### src/rtl/fir_host_master_if.sv
// fir_host_master_if
//   Bus bundle between the host-side fir master and its neighbours.
//   AXI-Lite write (aw/w, no B channel) and read (ar/r) channels,
//   ss_* stream into the accelerator, sm_* stream out of it,
//   src_* upstream sample source, dst_* downstream result sink.
//   modport master : the fir_host_master side
//   modport slave  : accelerator / source / sink side
interface fir_host_master_if #(
    parameter int pADDR_WIDTH = 12,
    parameter int pDATA_WIDTH = 32
);
    logic                   awvalid;
    logic                   awready;
    logic [pADDR_WIDTH-1:0] awaddr;
    logic                   wvalid;
    logic                   wready;
    logic [pDATA_WIDTH-1:0] wdata;

    logic                   arvalid;
    logic                   arready;
    logic [pADDR_WIDTH-1:0] araddr;
    logic                   rvalid;
    logic                   rready;
    logic [pDATA_WIDTH-1:0] rdata;

    logic                   ss_tvalid;
    logic                   ss_tready;
    logic [pDATA_WIDTH-1:0] ss_tdata;
    logic                   ss_tlast;

    logic                   sm_tvalid;
    logic                   sm_tready;
    logic [pDATA_WIDTH-1:0] sm_tdata;
    logic                   sm_tlast;

    logic                   src_tvalid;
    logic                   src_tready;
    logic [pDATA_WIDTH-1:0] src_tdata;

    logic                   dst_tvalid;
    logic                   dst_tready;
    logic [pDATA_WIDTH-1:0] dst_tdata;
    logic                   dst_tlast;

    modport master (
        output awvalid, awaddr, wvalid, wdata,
        input  awready, wready,
        output arvalid, araddr, rready,
        input  arready, rvalid, rdata,
        output ss_tvalid, ss_tdata, ss_tlast,
        input  ss_tready,
        input  sm_tvalid, sm_tdata, sm_tlast,
        output sm_tready,
        input  src_tvalid, src_tdata,
        output src_tready,
        output dst_tvalid, dst_tdata, dst_tlast,
        input  dst_tready
    );

    modport slave (
        input  awvalid, awaddr, wvalid, wdata,
        output awready, wready,
        input  arvalid, araddr, rready,
        output arready, rvalid, rdata,
        input  ss_tvalid, ss_tdata, ss_tlast,
        output ss_tready,
        output sm_tvalid, sm_tdata, sm_tlast,
        input  sm_tready,
        output src_tvalid, src_tdata,
        input  src_tready,
        input  dst_tvalid, dst_tdata, dst_tlast,
        output dst_tready
    );
endinterface

### src/rtl/fir_host_master.sv
// fir_host_master
//   Host-side driver for the fir accelerator. Keeps a local tap array
//   (loaded through cfg_*), and on start programs the accelerator over
//   AXI-Lite (data_length, taps, ap_start), streams data_len samples
//   from src to the accelerator, forwards its results to dst, then
//   polls ap_ctrl until ap_done and pulses done.
//
//   Ports:
//     axis_clk, axis_rst_n   clock, asynchronous active-low reset
//     start, data_len        launch request, sample count (latched on start)
//     cfg_we/idx/data        tap array write port (ignored while busy)
//     busy, done             running flag, one-cycle completion pulse
//     err[2:0]               sticky: 0 tlast mismatch, 1 poll timeout,
//                            2 tap readback mismatch
//     bus                    fir_host_master_if.master (AXI-Lite + streams)
//
//   Optional: define FIR_HOST_READBACK_EN to read every tap back after
//   programming and flag mismatches in err[2].
//
//   Register map: 0x00 ap_ctrl, 0x10 data_length, 0x20+4*i tap i.
module fir_host_master #(
    parameter int pADDR_WIDTH = 12,
    parameter int pDATA_WIDTH = 32,
    parameter int Tape_Num    = 11,
    parameter int pLEN_WIDTH  = 10,
    parameter int POLL_MAX    = 1024
) (
    input  logic                   axis_clk,
    input  logic                   axis_rst_n,
    input  logic                   start,
    input  logic [pLEN_WIDTH-1:0]  data_len,
    input  logic                   cfg_we,
    input  logic [3:0]             cfg_idx,
    input  logic [pDATA_WIDTH-1:0] cfg_data,
    output logic                   busy,
    output logic                   done,
    output logic [2:0]             err,
    fir_host_master_if.master      bus
);

    localparam int CNT_W  = pLEN_WIDTH + 1;
    localparam int TAP_W  = (Tape_Num > 1) ? $clog2(Tape_Num) : 1;
    localparam int POLL_W = $clog2(POLL_MAX + 1);

    localparam logic [pADDR_WIDTH-1:0] ADDR_CTRL = '0;
    localparam logic [pADDR_WIDTH-1:0] ADDR_LEN  = pADDR_WIDTH'(16);

    typedef enum logic [3:0] {
        IDLE,
        WR_LEN,
        WR_TAP,
`ifdef FIR_HOST_READBACK_EN
        RB_AR,
        RB_R,
`endif
        WR_START,
        STREAM,
        POLL_AR,
        POLL_R,
        FINISH
    } state_t;

    state_t                   state;
    logic [pDATA_WIDTH-1:0]   taps [Tape_Num];
    logic [pLEN_WIDTH-1:0]    len;
    logic [CNT_W-1:0]         in_cnt;
    logic [CNT_W-1:0]         out_cnt;
    logic [TAP_W-1:0]         tap_idx;
    logic [POLL_W-1:0]        poll_cnt;
    logic                     wr_active;

    logic                     awvalid_q;
    logic                     wvalid_q;
    logic [pADDR_WIDTH-1:0]   awaddr_q;
    logic [pDATA_WIDTH-1:0]   wdata_q;
    logic                     arvalid_q;
    logic                     rready_q;
    logic [pADDR_WIDTH-1:0]   araddr_q;

    function automatic logic [pADDR_WIDTH-1:0] tap_addr(input logic [TAP_W-1:0] i);
        return pADDR_WIDTH'(32'h20 + 32'(i) * 32'd4);
    endfunction

    // ------------------------------------------------------------------
    // Stream paths: combinational pass-through, gated by STREAM and the
    // remaining-beat counters.
    // ------------------------------------------------------------------
    logic             in_stream;
    logic [CNT_W-1:0] len_ext;
    logic             in_more;
    logic             out_more;
    logic             ss_hs;
    logic             sm_hs;
    logic             aw_hs;
    logic             w_hs;
    logic             wr_done;
    logic             last_tap;

    assign in_stream = (state == STREAM);
    assign len_ext   = CNT_W'(len);
    assign in_more   = (in_cnt  < len_ext);
    assign out_more  = (out_cnt < len_ext);

    assign bus.ss_tvalid  = in_stream && bus.src_tvalid && in_more;
    assign bus.src_tready = in_stream && bus.ss_tready  && in_more;
    assign bus.ss_tdata   = bus.src_tdata;
    assign bus.ss_tlast   = in_stream && (in_cnt == len_ext - 1'b1);

    assign bus.sm_tready  = in_stream && bus.dst_tready && out_more;
    assign bus.dst_tvalid = in_stream && bus.sm_tvalid  && out_more;
    assign bus.dst_tdata  = bus.sm_tdata;
    assign bus.dst_tlast  = in_stream && (out_cnt == len_ext - 1'b1);

    assign ss_hs = bus.ss_tvalid && bus.ss_tready;
    assign sm_hs = bus.sm_tvalid && bus.sm_tready;

    assign bus.awvalid = awvalid_q;
    assign bus.awaddr  = awaddr_q;
    assign bus.wvalid  = wvalid_q;
    assign bus.wdata   = wdata_q;
    assign bus.arvalid = arvalid_q;
    assign bus.araddr  = araddr_q;
    assign bus.rready  = rready_q;

    // A write is finished once each channel has either already
    // handshaken (valid dropped) or is handshaking this cycle.
    assign aw_hs    = awvalid_q && bus.awready;
    assign w_hs     = wvalid_q  && bus.wready;
    assign wr_done  = wr_active && (!awvalid_q || bus.awready) && (!wvalid_q || bus.wready);
    assign last_tap = (tap_idx == TAP_W'(Tape_Num - 1));

    // ------------------------------------------------------------------
    // Local tap array
    // ------------------------------------------------------------------
    always_ff @(posedge axis_clk) begin
        if (cfg_we && !busy && (32'(cfg_idx) < Tape_Num))
            taps[TAP_W'(cfg_idx)] <= cfg_data;
    end

    // ------------------------------------------------------------------
    // Control FSM
    // ------------------------------------------------------------------
    always_ff @(posedge axis_clk or negedge axis_rst_n) begin
        if (!axis_rst_n) begin
            state     <= IDLE;
            len       <= '0;
            in_cnt    <= '0;
            out_cnt   <= '0;
            tap_idx   <= '0;
            poll_cnt  <= '0;
            wr_active <= 1'b0;
            awvalid_q <= 1'b0;
            wvalid_q  <= 1'b0;
            awaddr_q  <= '0;
            wdata_q   <= '0;
            arvalid_q <= 1'b0;
            rready_q  <= 1'b0;
            araddr_q  <= '0;
            busy      <= 1'b0;
            done      <= 1'b0;
            err       <= '0;
        end else begin
            if (aw_hs) awvalid_q <= 1'b0;
            if (w_hs)  wvalid_q  <= 1'b0;

            case (state)
                IDLE: begin
                    if (start) begin
                        len     <= data_len;
                        err     <= '0;
                        in_cnt  <= '0;
                        out_cnt <= '0;
                        busy    <= 1'b1;
                        state   <= WR_LEN;
                    end
                end

                WR_LEN: begin
                    if (!wr_active) begin
                        awvalid_q <= 1'b1;
                        wvalid_q  <= 1'b1;
                        awaddr_q  <= ADDR_LEN;
                        wdata_q   <= pDATA_WIDTH'(len);
                        wr_active <= 1'b1;
                    end else if (wr_done) begin
                        wr_active <= 1'b0;
                        tap_idx   <= '0;
                        state     <= WR_TAP;
                    end
                end

                WR_TAP: begin
                    if (!wr_active) begin
                        awvalid_q <= 1'b1;
                        wvalid_q  <= 1'b1;
                        awaddr_q  <= tap_addr(tap_idx);
                        wdata_q   <= taps[tap_idx];
                        wr_active <= 1'b1;
                    end else if (wr_done) begin
                        wr_active <= 1'b0;
                        if (last_tap) begin
                            tap_idx <= '0;
`ifdef FIR_HOST_READBACK_EN
                            state   <= RB_AR;
`else
                            state   <= WR_START;
`endif
                        end else begin
                            tap_idx <= tap_idx + 1'b1;
                        end
                    end
                end

`ifdef FIR_HOST_READBACK_EN
                RB_AR: begin
                    if (!arvalid_q) begin
                        arvalid_q <= 1'b1;
                        araddr_q  <= tap_addr(tap_idx);
                    end else if (bus.arready) begin
                        arvalid_q <= 1'b0;
                        rready_q  <= 1'b1;
                        state     <= RB_R;
                    end
                end

                RB_R: begin
                    if (bus.rvalid) begin
                        rready_q <= 1'b0;
                        if (bus.rdata != taps[tap_idx])
                            err[2] <= 1'b1;
                        if (last_tap) begin
                            state <= WR_START;
                        end else begin
                            tap_idx <= tap_idx + 1'b1;
                            state   <= RB_AR;
                        end
                    end
                end
`endif

                WR_START: begin
                    if (!wr_active) begin
                        awvalid_q <= 1'b1;
                        wvalid_q  <= 1'b1;
                        awaddr_q  <= ADDR_CTRL;
                        wdata_q   <= pDATA_WIDTH'(1);
                        wr_active <= 1'b1;
                    end else if (wr_done) begin
                        wr_active <= 1'b0;
                        state     <= STREAM;
                    end
                end

                STREAM: begin
                    if (ss_hs)
                        in_cnt <= in_cnt + 1'b1;
                    if (sm_hs) begin
                        out_cnt <= out_cnt + 1'b1;
                        if (bus.sm_tlast != (out_cnt == len_ext - 1'b1))
                            err[0] <= 1'b1;
                    end
                    // Counters are compared before this cycle's handshakes,
                    // so len=0 leaves immediately.
                    if (!in_more && !out_more) begin
                        poll_cnt <= '0;
                        state    <= POLL_AR;
                    end
                end

                POLL_AR: begin
                    if (!arvalid_q) begin
                        arvalid_q <= 1'b1;
                        araddr_q  <= ADDR_CTRL;
                    end else if (bus.arready) begin
                        arvalid_q <= 1'b0;
                        rready_q  <= 1'b1;
                        state     <= POLL_R;
                    end
                end

                POLL_R: begin
                    if (bus.rvalid) begin
                        rready_q <= 1'b0;
                        if (bus.rdata[1]) begin
                            busy  <= 1'b0;
                            done  <= 1'b1;
                            state <= FINISH;
                        end else if (poll_cnt == POLL_W'(POLL_MAX - 1)) begin
                            poll_cnt <= POLL_W'(POLL_MAX);
                            err[1]   <= 1'b1;
                            busy     <= 1'b0;
                            done     <= 1'b1;
                            state    <= FINISH;
                        end else begin
                            poll_cnt <= poll_cnt + 1'b1;
                            state    <= POLL_AR;
                        end
                    end
                end

                FINISH: begin
                    done  <= 1'b0;
                    state <= IDLE;
                end

                default: state <= IDLE;
            endcase
        end
    end

endmodule

### src/flat_wrapper.sv
// flat-port wrapper written by rule: the top's interface ports become plain ports
module fir_host_master_flat 
#(
    parameter int pADDR_WIDTH = 12,
    parameter int pDATA_WIDTH = 32,
    parameter int Tape_Num    = 11,
    parameter int pLEN_WIDTH  = 10,
    parameter int POLL_MAX    = 1024
)
  (axis_clk, axis_rst_n, start, data_len, cfg_we, cfg_idx, cfg_data, busy, done, err, bus_awvalid, bus_awaddr, bus_wvalid, bus_wdata, bus_awready, bus_wready, bus_arvalid, bus_araddr, bus_rready, bus_arready, bus_rvalid, bus_rdata, bus_ss_tvalid, bus_ss_tdata, bus_ss_tlast, bus_ss_tready, bus_sm_tvalid, bus_sm_tdata, bus_sm_tlast, bus_sm_tready, bus_src_tvalid, bus_src_tdata, bus_src_tready, bus_dst_tvalid, bus_dst_tdata, bus_dst_tlast, bus_dst_tready);
  fir_host_master_if #(.pADDR_WIDTH(pADDR_WIDTH), .pDATA_WIDTH(pDATA_WIDTH)) bus_i ();
  input  logic axis_clk;
  input  logic axis_rst_n;
  input  logic start;
  input  logic [pLEN_WIDTH-1:0] data_len;
  input  logic cfg_we;
  input  logic [3:0] cfg_idx;
  input  logic [pDATA_WIDTH-1:0] cfg_data;
  output logic busy;
  output logic done;
  output logic [2:0] err;
  output wire logic [$bits(bus_i.awvalid)-1:0] bus_awvalid;
  output wire logic [$bits(bus_i.awaddr)-1:0] bus_awaddr;
  output wire logic [$bits(bus_i.wvalid)-1:0] bus_wvalid;
  output wire logic [$bits(bus_i.wdata)-1:0] bus_wdata;
  input wire logic [$bits(bus_i.awready)-1:0] bus_awready;
  input wire logic [$bits(bus_i.wready)-1:0] bus_wready;
  output wire logic [$bits(bus_i.arvalid)-1:0] bus_arvalid;
  output wire logic [$bits(bus_i.araddr)-1:0] bus_araddr;
  output wire logic [$bits(bus_i.rready)-1:0] bus_rready;
  input wire logic [$bits(bus_i.arready)-1:0] bus_arready;
  input wire logic [$bits(bus_i.rvalid)-1:0] bus_rvalid;
  input wire logic [$bits(bus_i.rdata)-1:0] bus_rdata;
  output wire logic [$bits(bus_i.ss_tvalid)-1:0] bus_ss_tvalid;
  output wire logic [$bits(bus_i.ss_tdata)-1:0] bus_ss_tdata;
  output wire logic [$bits(bus_i.ss_tlast)-1:0] bus_ss_tlast;
  input wire logic [$bits(bus_i.ss_tready)-1:0] bus_ss_tready;
  input wire logic [$bits(bus_i.sm_tvalid)-1:0] bus_sm_tvalid;
  input wire logic [$bits(bus_i.sm_tdata)-1:0] bus_sm_tdata;
  input wire logic [$bits(bus_i.sm_tlast)-1:0] bus_sm_tlast;
  output wire logic [$bits(bus_i.sm_tready)-1:0] bus_sm_tready;
  input wire logic [$bits(bus_i.src_tvalid)-1:0] bus_src_tvalid;
  input wire logic [$bits(bus_i.src_tdata)-1:0] bus_src_tdata;
  output wire logic [$bits(bus_i.src_tready)-1:0] bus_src_tready;
  output wire logic [$bits(bus_i.dst_tvalid)-1:0] bus_dst_tvalid;
  output wire logic [$bits(bus_i.dst_tdata)-1:0] bus_dst_tdata;
  output wire logic [$bits(bus_i.dst_tlast)-1:0] bus_dst_tlast;
  input wire logic [$bits(bus_i.dst_tready)-1:0] bus_dst_tready;
  assign bus_awvalid = bus_i.awvalid;
  assign bus_awaddr = bus_i.awaddr;
  assign bus_wvalid = bus_i.wvalid;
  assign bus_wdata = bus_i.wdata;
  assign bus_i.awready = bus_awready;
  assign bus_i.wready = bus_wready;
  assign bus_arvalid = bus_i.arvalid;
  assign bus_araddr = bus_i.araddr;
  assign bus_rready = bus_i.rready;
  assign bus_i.arready = bus_arready;
  assign bus_i.rvalid = bus_rvalid;
  assign bus_i.rdata = bus_rdata;
  assign bus_ss_tvalid = bus_i.ss_tvalid;
  assign bus_ss_tdata = bus_i.ss_tdata;
  assign bus_ss_tlast = bus_i.ss_tlast;
  assign bus_i.ss_tready = bus_ss_tready;
  assign bus_i.sm_tvalid = bus_sm_tvalid;
  assign bus_i.sm_tdata = bus_sm_tdata;
  assign bus_i.sm_tlast = bus_sm_tlast;
  assign bus_sm_tready = bus_i.sm_tready;
  assign bus_i.src_tvalid = bus_src_tvalid;
  assign bus_i.src_tdata = bus_src_tdata;
  assign bus_src_tready = bus_i.src_tready;
  assign bus_dst_tvalid = bus_i.dst_tvalid;
  assign bus_dst_tdata = bus_i.dst_tdata;
  assign bus_dst_tlast = bus_i.dst_tlast;
  assign bus_i.dst_tready = bus_dst_tready;
  fir_host_master #(.pADDR_WIDTH(pADDR_WIDTH), .pDATA_WIDTH(pDATA_WIDTH), .Tape_Num(Tape_Num), .pLEN_WIDTH(pLEN_WIDTH), .POLL_MAX(POLL_MAX)) u_core (.axis_clk(axis_clk), .axis_rst_n(axis_rst_n), .start(start), .data_len(data_len), .cfg_we(cfg_we), .cfg_idx(cfg_idx), .cfg_data(cfg_data), .busy(busy), .done(done), .err(err), .bus(bus_i));
endmodule
### config.mk
export PLATFORM = sky130hd
export DESIGN_NAME = fir_host_master_flat
export DESIGN_NICKNAME = d
export VERILOG_FILES = /design/src/rtl/fir_host_master_if.sv /design/src/rtl/fir_host_master.sv /design/src/flat_wrapper.sv
export SDC_FILE = /design/constraint.sdc
export NUM_CORES = 1
export LEC_CHECK = 0
export CORE_ASPECT_RATIO = 1.4
export CORE_MARGIN = 1
export CORE_UTILIZATION = 59
export CTS_CLUSTER_DIAMETER = 30
export CTS_CLUSTER_SIZE = 25
export DETAILED_ROUTE_END_ITERATION = 8
export GPL_ROUTABILITY_DRIVEN = 0
export PLACE_DENSITY_LB_ADDON = 0.1
export SLEW_MARGIN = 5
export SYNTH_ARGS = -nofsm -noshare
export SYNTH_HDL_FRONTEND = slang
export SYNTH_SLANG_ARGS = --single-unit
export TNS_END_PERCENT = 30
### constraint.sdc
create_clock -name axis_clk -period 8.85 [get_ports axis_clk]
set_input_delay 2.655 -clock axis_clk [delete_from_list [all_inputs] [get_ports axis_clk]]
set_output_delay 2.655 -clock axis_clk [all_outputs]
set_load 0.005 [all_outputs]
# After elaboration in Yosys (flattened, before gate mapping)
# Memories as Yosys holds them, arrays and structs flattened.
# Cells that the tools add are included.
[word_totals]
inputBits = 155
memories = 1
register_bits = 104
mem_bits_rw = 352
[mem_list]
columns = ["memory", "depth", "width", "rd", "rd_clocked_by_memory_dff", "wr", "line", "text"]
rows = [
  ["u_core.taps", 11, 32, 1, 0, 1, "fir_host_master.sv:64", "logic [pDATA_WIDTH-1:0] taps [Tape_Num];"],
]
[classes]
add_sub_neg = 6
n_mux = 71
n_reduce_logical = 47
magnitude_cmp = 3
n_eq_ne = 33
[ops]
columns = ["op", "count"]
rows = [
  ["32-bit two-way mux", 3],
  ["32-bit case mux with 3 select lines", 1],
  ["11-bit two-way mux", 7],
  ["4-bit two-way mux", 18],
  ["11-bit case mux with 2 select lines", 3],
  ["12-bit two-way mux", 3],
  ["12-bit case mux with 3 select lines", 1],
  ["11-bit by 1-bit adder with 11-bit output, second input constant", 3],
  ["4-bit case mux with 7 select lines", 1],
  ["1-bit two-way mux", 26],
  ["11-bit == test", 2],
  ["11-bit by 10-bit < comparator with 1-bit output", 2],
  ["2-bit inequality test, second input constant", 11],
  ["4-bit AND reduction", 5],
  ["1-bit logical AND", 19],
  ["2-bit by 1-bit inequality test with 1-bit output, second input constant", 9],
  ["4-bit by 3-bit == test with 1-bit output, second input constant", 4],
  ["12-bit AND reduction", 1],
  ["2-bit nonzero test", 6],
  ["11-bit by 10-bit == test with 1-bit output, second input constant", 1],
  ["10-bit by 1-bit subtractor with 11-bit output, second input constant", 1],
  ["1-bit case mux with 2 select lines", 5],
  ["5-bit AND reduction", 2],
  ["3-bit AND reduction", 3],
  ["other kinds (16)", 23],
]

# Logic depth before layout (Yosys ltp)
# Gate-level depths: netlist of run 1.
[logic_depth]
ltp_word = 7
mapped_depth = 11
depth_no_buf = 9

# Worst setup path before layout of run 1
# OpenSTA, ideal clock, no wires.
[synth_timing]
path_kind = "input to register"
from = "in cfg_we"
to = "mem u_core.taps[8][0] (enable)"
setup_ns = 0.461
path_stages = 3
setup_slack_ns = 2.990
path_buffers = 0
required_ns = 8.389
t_arrival_ns = 5.399
path_cell_list = "nand2b_1 or3b_2 nor3_1"
[synth_via]
elab_chain_cells = 4
[synth_lines]
columns = ["element", "line", "text"]
rows = [
  ["from (decl)", "flat_wrapper.sv:16", "input logic cfg_we;"],
  ["1-bit logical AND (2 in a row)", "fir_host_master.sv:136", "if (cfg_we && !busy && (32'(cfg_idx) < Tape_Num))"],
  ["1-bit two-way mux", "fir_host_master.sv:136", ""],
  ["1-bit two-way mux (not written as such)", "fir_host_master.sv:137", "taps[TAP_W'(cfg_idx)] <= cfg_data;"],
  ["to (decl)", "fir_host_master.sv:64", ""],
]
# Every way passes these cells.

# Worst setup path in the final report of run 1
[layout_timing]
from = "in bus_dst_tready"
to = "out bus_sm_tready"
[layout_via]
elab_chain_cells = 2
[layout_lines]
columns = ["element", "line", "text"]
rows = [
  ["from (decl)", "flat_wrapper.sv:48", "input wire logic [$bits(bus_i.dst_tready)-1:0] bus_dst_tready;"],
  ["1-bit logical AND (2 in a row)", "fir_host_master.sv:109", "assign bus.sm_tready = in_stream && bus.dst_tready && out_more;"],
  ["to (decl)", "flat_wrapper.sv:41", "output wire logic [$bits(bus_i.sm_tready)-1:0] bus_sm_tready;"],
]
# Every way passes these cells.

==> results of run 1 <==
-- layer usage --
metal	track usage	vias to the layer above	part of all wire	wire length, um
met5	0	-	0.00031	13
met1	0.3235	5688	0.40	16450
met2	0.4315	396	0.51	21160
met3	0.05419	98	0.057	2352
met4	0.1102	2	0.034	1389
li1	-	4986	-	-
-- worst max-delay path, cell delays in order --
cell	delay, ns
clkdlybuf4s50_1	0.47
and2_1	0.12
clkdlybuf4s50_1	0.49
-- path summary, 6_finish.rpt --
| check | cells after the start | end | slack, ns |
|---|---|---|---|
| min in group asynchronous | 1 | u_core.out_cnt[7]$_DFFE_PN0P_ | 2.11 |
| max in group asynchronous | 2 | u_core.tap_idx[0]$_DFFE_PN0P_ | 5.36 |
| worst max register to register | 9 | u_core.out_cnt[9]$_DFFE_PN0P_ | 5.39 |
| worst max-delay path | 3 | bus_sm_tready | 2.46 |
| worst min-delay path | 2 | u_core.bus.awaddr[3]$_DFFE_PN0P_ | 0.47 |
| worst min register to register | 2 | u_core.bus.awaddr[3]$_DFFE_PN0P_ | 0.47 |
-- flip-flops by register name, summed over array words and instances, names as in the netlist, 2 cells and up --
| signal | cells |
|---|---|
| u_core.err | 2 |
| u_core.out_cnt | 11 |
| u_core.taps | 352 |
| u_core.bus.awaddr | 5 |
| u_core.poll_cnt | 11 |
| u_core.state | 3 |
| u_core.bus.wdata | 32 |
| u_core.len | 10 |
| u_core.tap_idx | 4 |
| u_core.in_cnt | 11 |
-- area by class of cell --
type | count | share of cell area
diodes | 1 | 0.0001103
clock buffers | 75 | 0.07842
clock inverters | 45 | 0.02096
inverters | 17 | 0.002813
multi-input cells | 697 | 0.2459
flip-flops and latches | 448 | 0.5722
well taps | 440 | 0.02427
repair buffers | 131 | 0.05537
-- metrics by stage --
step	area, um^2	instances
final	22690	1854
after global routing	22690	1854
after detailed placement	20430	1733
after CTS	22690	1853
after global placement	20430	1733
after floorplan	19410	1307
-- cells in the final DEF, fill, tap and decap left out, types with 23 or more instances in the layout --
cell type,n
clkdlybuf4s50_1,109
ha_1,26
o21ai_0,101
edfxtp_1,352
dfrtp_1,92
nand2_1,118
nand3_1,27
nor2_1,45
clkbuf_16,69
mux4_2,64
a22o_1,23
mux2i_1,59
-- power breakdown --
part / internal, mW / switching [mW]
Clock: 1.64 / 0.957
Combinational: 0.625 / 0.652
Sequential: 2.41 / 0.200
Total: 4.68 / 1.81
-- cells by family after synthesis --
| group | Yosys count | share of synthesized area |
|---|---|---|
| AO/OA/AOI/OAI | 194 | 0.06308 |
| multiplexers | 134 | 0.1115 |
| other | 1 | 0.0001939 |
| flip-flops | 448 | 0.6708 |
| XOR/XNOR | 38 | 0.01792 |
| AND/OR/NAND/NOR | 285 | 0.07072 |
| adder cells (fa/ha/maj) | 26 | 0.01682 |
| buffers and inverters | 162 | 0.04898 |
==> impl_metrics.py, run 1 <==
metrics = {
    "timing": {
        "whs_ns": 0.4724,
        "rsz0062_at_grt": "false",
        "finalSetupViolations": 0,
        "finClkSkew_ns": 0.02364,
        "setup_ws_ns": 2.458,
        "finalCriticalPeriod_ns": 6.392,
        "slew_violations": 0,
        "tightest_slew_ns": 1.187,
        "tns_ns": 0,
        "fmax_mhz": 156.5,
        "final_hold_viol_count": 0,
        "slew_headroom": 0.2023,
        "finalCritPeriodShare": 0.7222,
    },
    "yosys": {
        "synth_edf_count": 352,
        "synth_common_cells": "edfxtp_1, nand2_1, o21ai_0",
        "synth_seq_area_share": 0.6708,
        "syn_area_per_cell_um2": 15.01,
        "synth_top_cell_area_share": 0.5466,
        "syn_inst": 1288,
        "synth_area_um2": 19340,
        "synth_area_leader_cell": "edfxtp_1",
        "synth-async-reset-ratio": 0.2143,
        "ys.flop_type": "edfxtp_1",
        "yosys.cell_types.count": 64,
        "yosysMostFrequentCell": "edfxtp_1",
        "yosysWarnings": 0,
        "ys_seq_elements": 448,
        "synth_area_leaders": "edfxtp_1, dfrtp_1, mux4_2",
    },
    "finish": {
        "fillers": 2150,
        "drive_gt1_frac": 0.1684,
        "multi_input_area_um2": 5578,
        "final_nets": 1543,
        "synthToLayoutAreaGrowth_pct": 17.32,
        "utilization": 0.7023,
        "ff_latch_area_um2": 12980,
    },
    "min_path": {
        "min_from": "u_core.bus.awaddr[3]$_DFFE_PN0P_",
        "hold_class": "flip-flop to flip-flop",
    },
    "worst_setup_path": {
        "critPathArrivalTime_ns": 3.74,
        "r2r-start": "u_core.len[4]$_DFFE_PN0P_",
        "required_ns": 6.20,
        "cp-start-kind": "primary input",
        "crit_start": "bus_dst_tready",
        "cp-end-kind": "output pin",
        "crit_path_max_fanout": 2,
        "path_class": "primary input to output pin",
    },
    "die": {
        "coreArea_um2": 32300,
        "rows": 78,
        "die_w_um": 155.0,
        "io_pins": 290,
        "die_y_um": 216.2,
        "dieArea_um2": 33520,
        "initial_core_util": 0.5987,
    },
    "detailed_routing": {
        "antenna_left": 0,
        "vias_per_cell": 6.025,
        "drt-wirelength-per-cell_um": 22.31,
        "drc": 0,
        "postRouteWirelength_um": 41370,
        "via_count": 11170,
        "dr.pass1.iters": 5,
        "dr.first_iter.drc_count": 717,
    },
    "global_route": {
        "grt_antenna_before_repair": 2,
        "grt_pass1_vias": 11390,
        "grt.overflow.total": 0,
        "grt_pass1_wl_um": 64110,
        "grt_start_max_net_pins": 70,
        "track_usage": 0.2569,
    },
    "power": {
        "ir_drop_mv": 0.1924,
        "power_mw": 6.491,
        "p_per_area_nw_per_um2": 286.1,
        "power.leakage_nw": 7.850,
    },
    "clock_tree": {
        "cts_setup_buffers": 0,
        "h-tree-depth": 3,
        "ctsResizeCount": 0,
        "hold_buffers": 0,
        "cts_tree": "built",
        "clock-root-buffer": "clkbuf_16",
        "cts_made_buffers": 67,
        "clock_sinks": 448,
        "clockBufferDepth": 3,
        "clk_transition_reported_paths_ns": 0.05,
        "clock_latency_ns": 0.56,
    },
    "placement": {
        "port_buffers": 110,
        "place_ws_ns": 2.460,
        "hpwl_um": 22760,
    },
    "outcome": {
        "status": "completed",
    },
    "job": {
        "cap_viol_max_count": 0,
    },
}
(Power assumes the default switching activity.)
==> inputs of run 2 (changes only) <==
--- a/config.mk
+++ b/config.mk
@@ -7,7 +7,7 @@
 export LEC_CHECK = 0
 export CORE_ASPECT_RATIO = 1.4
 export CORE_MARGIN = 1
-export CORE_UTILIZATION = 59
+export CORE_UTILIZATION = 54
 export CTS_CLUSTER_DIAMETER = 30
 export CTS_CLUSTER_SIZE = 25
 export DETAILED_ROUTE_END_ITERATION = 8
==> constraint.sdc (replaced) <==
create_clock -name axis_clk -period 6.5 [get_ports axis_clk]
set_input_delay 1.95 -clock axis_clk [delete_from_list [all_inputs] [get_ports axis_clk]]
set_output_delay 1.95 -clock axis_clk [all_outputs]
set_load 0.005 [all_outputs]
==> impl_metrics.py, run 2 (synthesis gave the netlist of run 1 again) <==
metrics = {
    "detailed_routing": {
        "via_count": 11010,
        "drt-wirelength-per-cell_um": 21.88,
        "vias_per_cell": 5.847,
        "postRouteWirelength_um": 41200,
        "dr.first_iter.drc_count": 883,
        "drc": 0,
        "dr.pass1.iters": 8,
        "antenna_left": 0,
    },
    "global_route": {
        "grt.overflow.total": 0,
        "track_usage": 0.2344,
        "grt_pass1_wl_um": 63630,
        "grt_pass1_vias": 11230,
        "grt_antenna_before_repair": 2,
        "grt_start_max_net_pins": 85,
    },
    "die": {
        "coreArea_um2": 35070,
        "io_pins": 290,
        "initial_core_util": 0.5515,
        "dieArea_um2": 36580,
        "die_y_um": 225.9,
        "rows": 81,
        "die_w_um": 161.9,
    },
    "finish": {
        "regMostFlops": "u_core.taps",
        "final_common_cell": "edfxtp_1",
        "synthToLayoutAreaGrowth_pct": 18.98,
        "fillers": 2557,
        "drive_gt1_frac": 0.1697,
        "final_nets": 1549,
        "utilization": 0.6561,
        "largest_reg_flops": 352,
        "most-common-layout-cells": "edfxtp_1, nand2_1, clkdlybuf4s50_1",
    },
    "timing": {
        "whs_ns": 0.4775,
        "final_hold_viol_count": 0,
        "tightest_slew_ns": 1.041,
        "finClkSkew_ns": 0.01981,
        "fmax_mhz": 181.7,
        "finalCritPeriodShare": 0.8466,
        "setup_ws_ns": 0.9970,
        "tns_ns": 0,
        "finalCriticalPeriod_ns": 5.503,
        "rsz0062_at_grt": "false",
        "slew_headroom": 0.3058,
        "slew_violations": 0,
        "finalSetupViolations": 0,
    },
    "placement": {
        "place_ws_ns": 1.511,
        "port_buffers": 110,
        "hpwl_um": 23890,
    },
    "clock_tree": {
        "clk_transition_reported_paths_ns": 0.05,
        "cts_made_buffers": 73,
        "clock_sinks": 448,
        "cts_setup_buffers": 0,
        "clock_latency_ns": 0.58,
        "clockBufferDepth": 3,
        "h-tree-depth": 3,
        "cts_tree": "built",
        "hold_buffers": 0,
        "ctsResizeCount": 0,
        "clock-root-buffer": "clkbuf_16",
    },
    "worst_setup_path": {
        "required_ns": 4.55,
        "cp-end-kind": "output pin",
        "crit_path_max_fanout": 4,
        "path_cells": "inv_1 -> ha_1 -> nor3b_1 -> nand4_1 -> xor2_1 -> o211ai_1 -> or4_4 -> nor2_1 -> clkdlybuf4s50_1",
        "worst-path-buf-inv": 2,
        "critPathArrivalTime_ns": 3.55,
        "cp-start-kind": "flip-flop",
        "cpMaxStageDelayCell": "or4_4",
        "cpLargestDelayFamily": "simple AND/OR/NAND/NOR gates",
        "path_class": "flip-flop to output pin",
        "worst_path_largest_cell_delay_ns": 0.58,
    },
    "min_path": {
        "hold_class": "flip-flop to flip-flop",
    },
    "power": {
        "p_per_area_nw_per_um2": 401.0,
        "power.leakage_nw": 7.985,
        "ir_drop_mv": 0.2502,
    },
    "outcome": {
        "status": "completed",
    },
    "job": {
        "cap_viol_max_count": 0,
    },
}
-- run 2: cell types whose count changed in the layout (fill, tap and decap cells not counted), moves of 2 or more --
cell and delta:
clkbuf_16 +8, clkinv_1 +7, clkbuf_1 +2, clkbuf_8 +3, inv_6 +4, bufinv_16 +3
inv_8 -2, clkinv_2 -6, clkinv_4 -5
-- run 2: routing by layer --
metal	vias to the layer above	part of all wire	track usage	wire length, um
met3	79	0.050	0.04904	2079
met2	327	0.52	0.4050	21430
met4	2	0.024	0.09251	982
li1	4998	-	-	-
met1	5603	0.41	0.2874	16690
met5	-	0.00032	0	13
-- run 2: final timing paths --
kind / start / slack (ns) / cells after the start / to
setup / recovery: u_core.len[1]$_DFFE_PN0P_ / 1.0 / 9 / bus_dst_tlast
hold / removal: u_core.bus.wdata[9]$_DFFE_PN0P_ / 0.48 / 2 / u_core.bus.wdata[9]$_DFFE_PN0P_
setup reg to reg: u_core.len[8]$_DFFE_PN0P_ / 3.20 / 7 / u_core.in_cnt[6]$_DFFE_PN0P_
hold reg to reg: u_core.bus.wdata[9]$_DFFE_PN0P_ / 0.48 / 2 / u_core.bus.wdata[9]$_DFFE_PN0P_
max in group asynchronous: axis_rst_n / 4.01 / 2 / u_core.bus.wdata[14]$_DFFE_PN0P_
min in group asynchronous: axis_rst_n / 1.48 / 1 / u_core.bus.wdata[7]$_DFFE_PN0P_
-- run 2: layout make-up --
| cell class | count | area (um^2) | area share |
|---|---|---|---|
| antenna | 1 | 2.502 | 0.0001088 |
| clock buffer | 88 | 2028 | 0.08815 |
| clock inverter | 45 | 514.2 | 0.02235 |
| inverter | 17 | 63.81 | 0.002773 |
| multi-input combinational | 697 | 5578 | 0.2424 |
| sequential | 448 | 12980 | 0.5643 |
| tap | 456 | 570.5 | 0.02480 |
| timing repair buffer | 131 | 1269 | 0.05514 |
-- run 2: report_power, final --
| part | switching [mW] | total, mW | internal (mW) |
|---|---|---|---|
| combinational | 0.851 | 1.71 | 0.858 |
| sequential | 0.307 | 3.59 | 3.28 |
| clock | 1.33 | 3.93 | 2.59 |
-- run 2: metrics by stage --
| stage | instance area [um^2] | power (mW) | std cells |
|---|---|---|---|
| 6_report | 23010 | 9.227 | 1883 |
| 5_1_grt | 23010 | 9.621 | 1883 |
| 4_1_cts | 23010 | 9.312 | 1882 |
| 3_5_place_dp | 20460 | 5.368 | 1749 |
| 3_3_place_gp | 20460 | 5.340 | 1749 |
| 2_1_floorplan | 19410 | 4.777 | 1307 |
-- run 2: worst min-delay path, delay by kind of cell (launching register included) --
kind	cells	cell delay, ns
simple gates	1	0.04
flops	1	0.34
compound gates	1	0.06
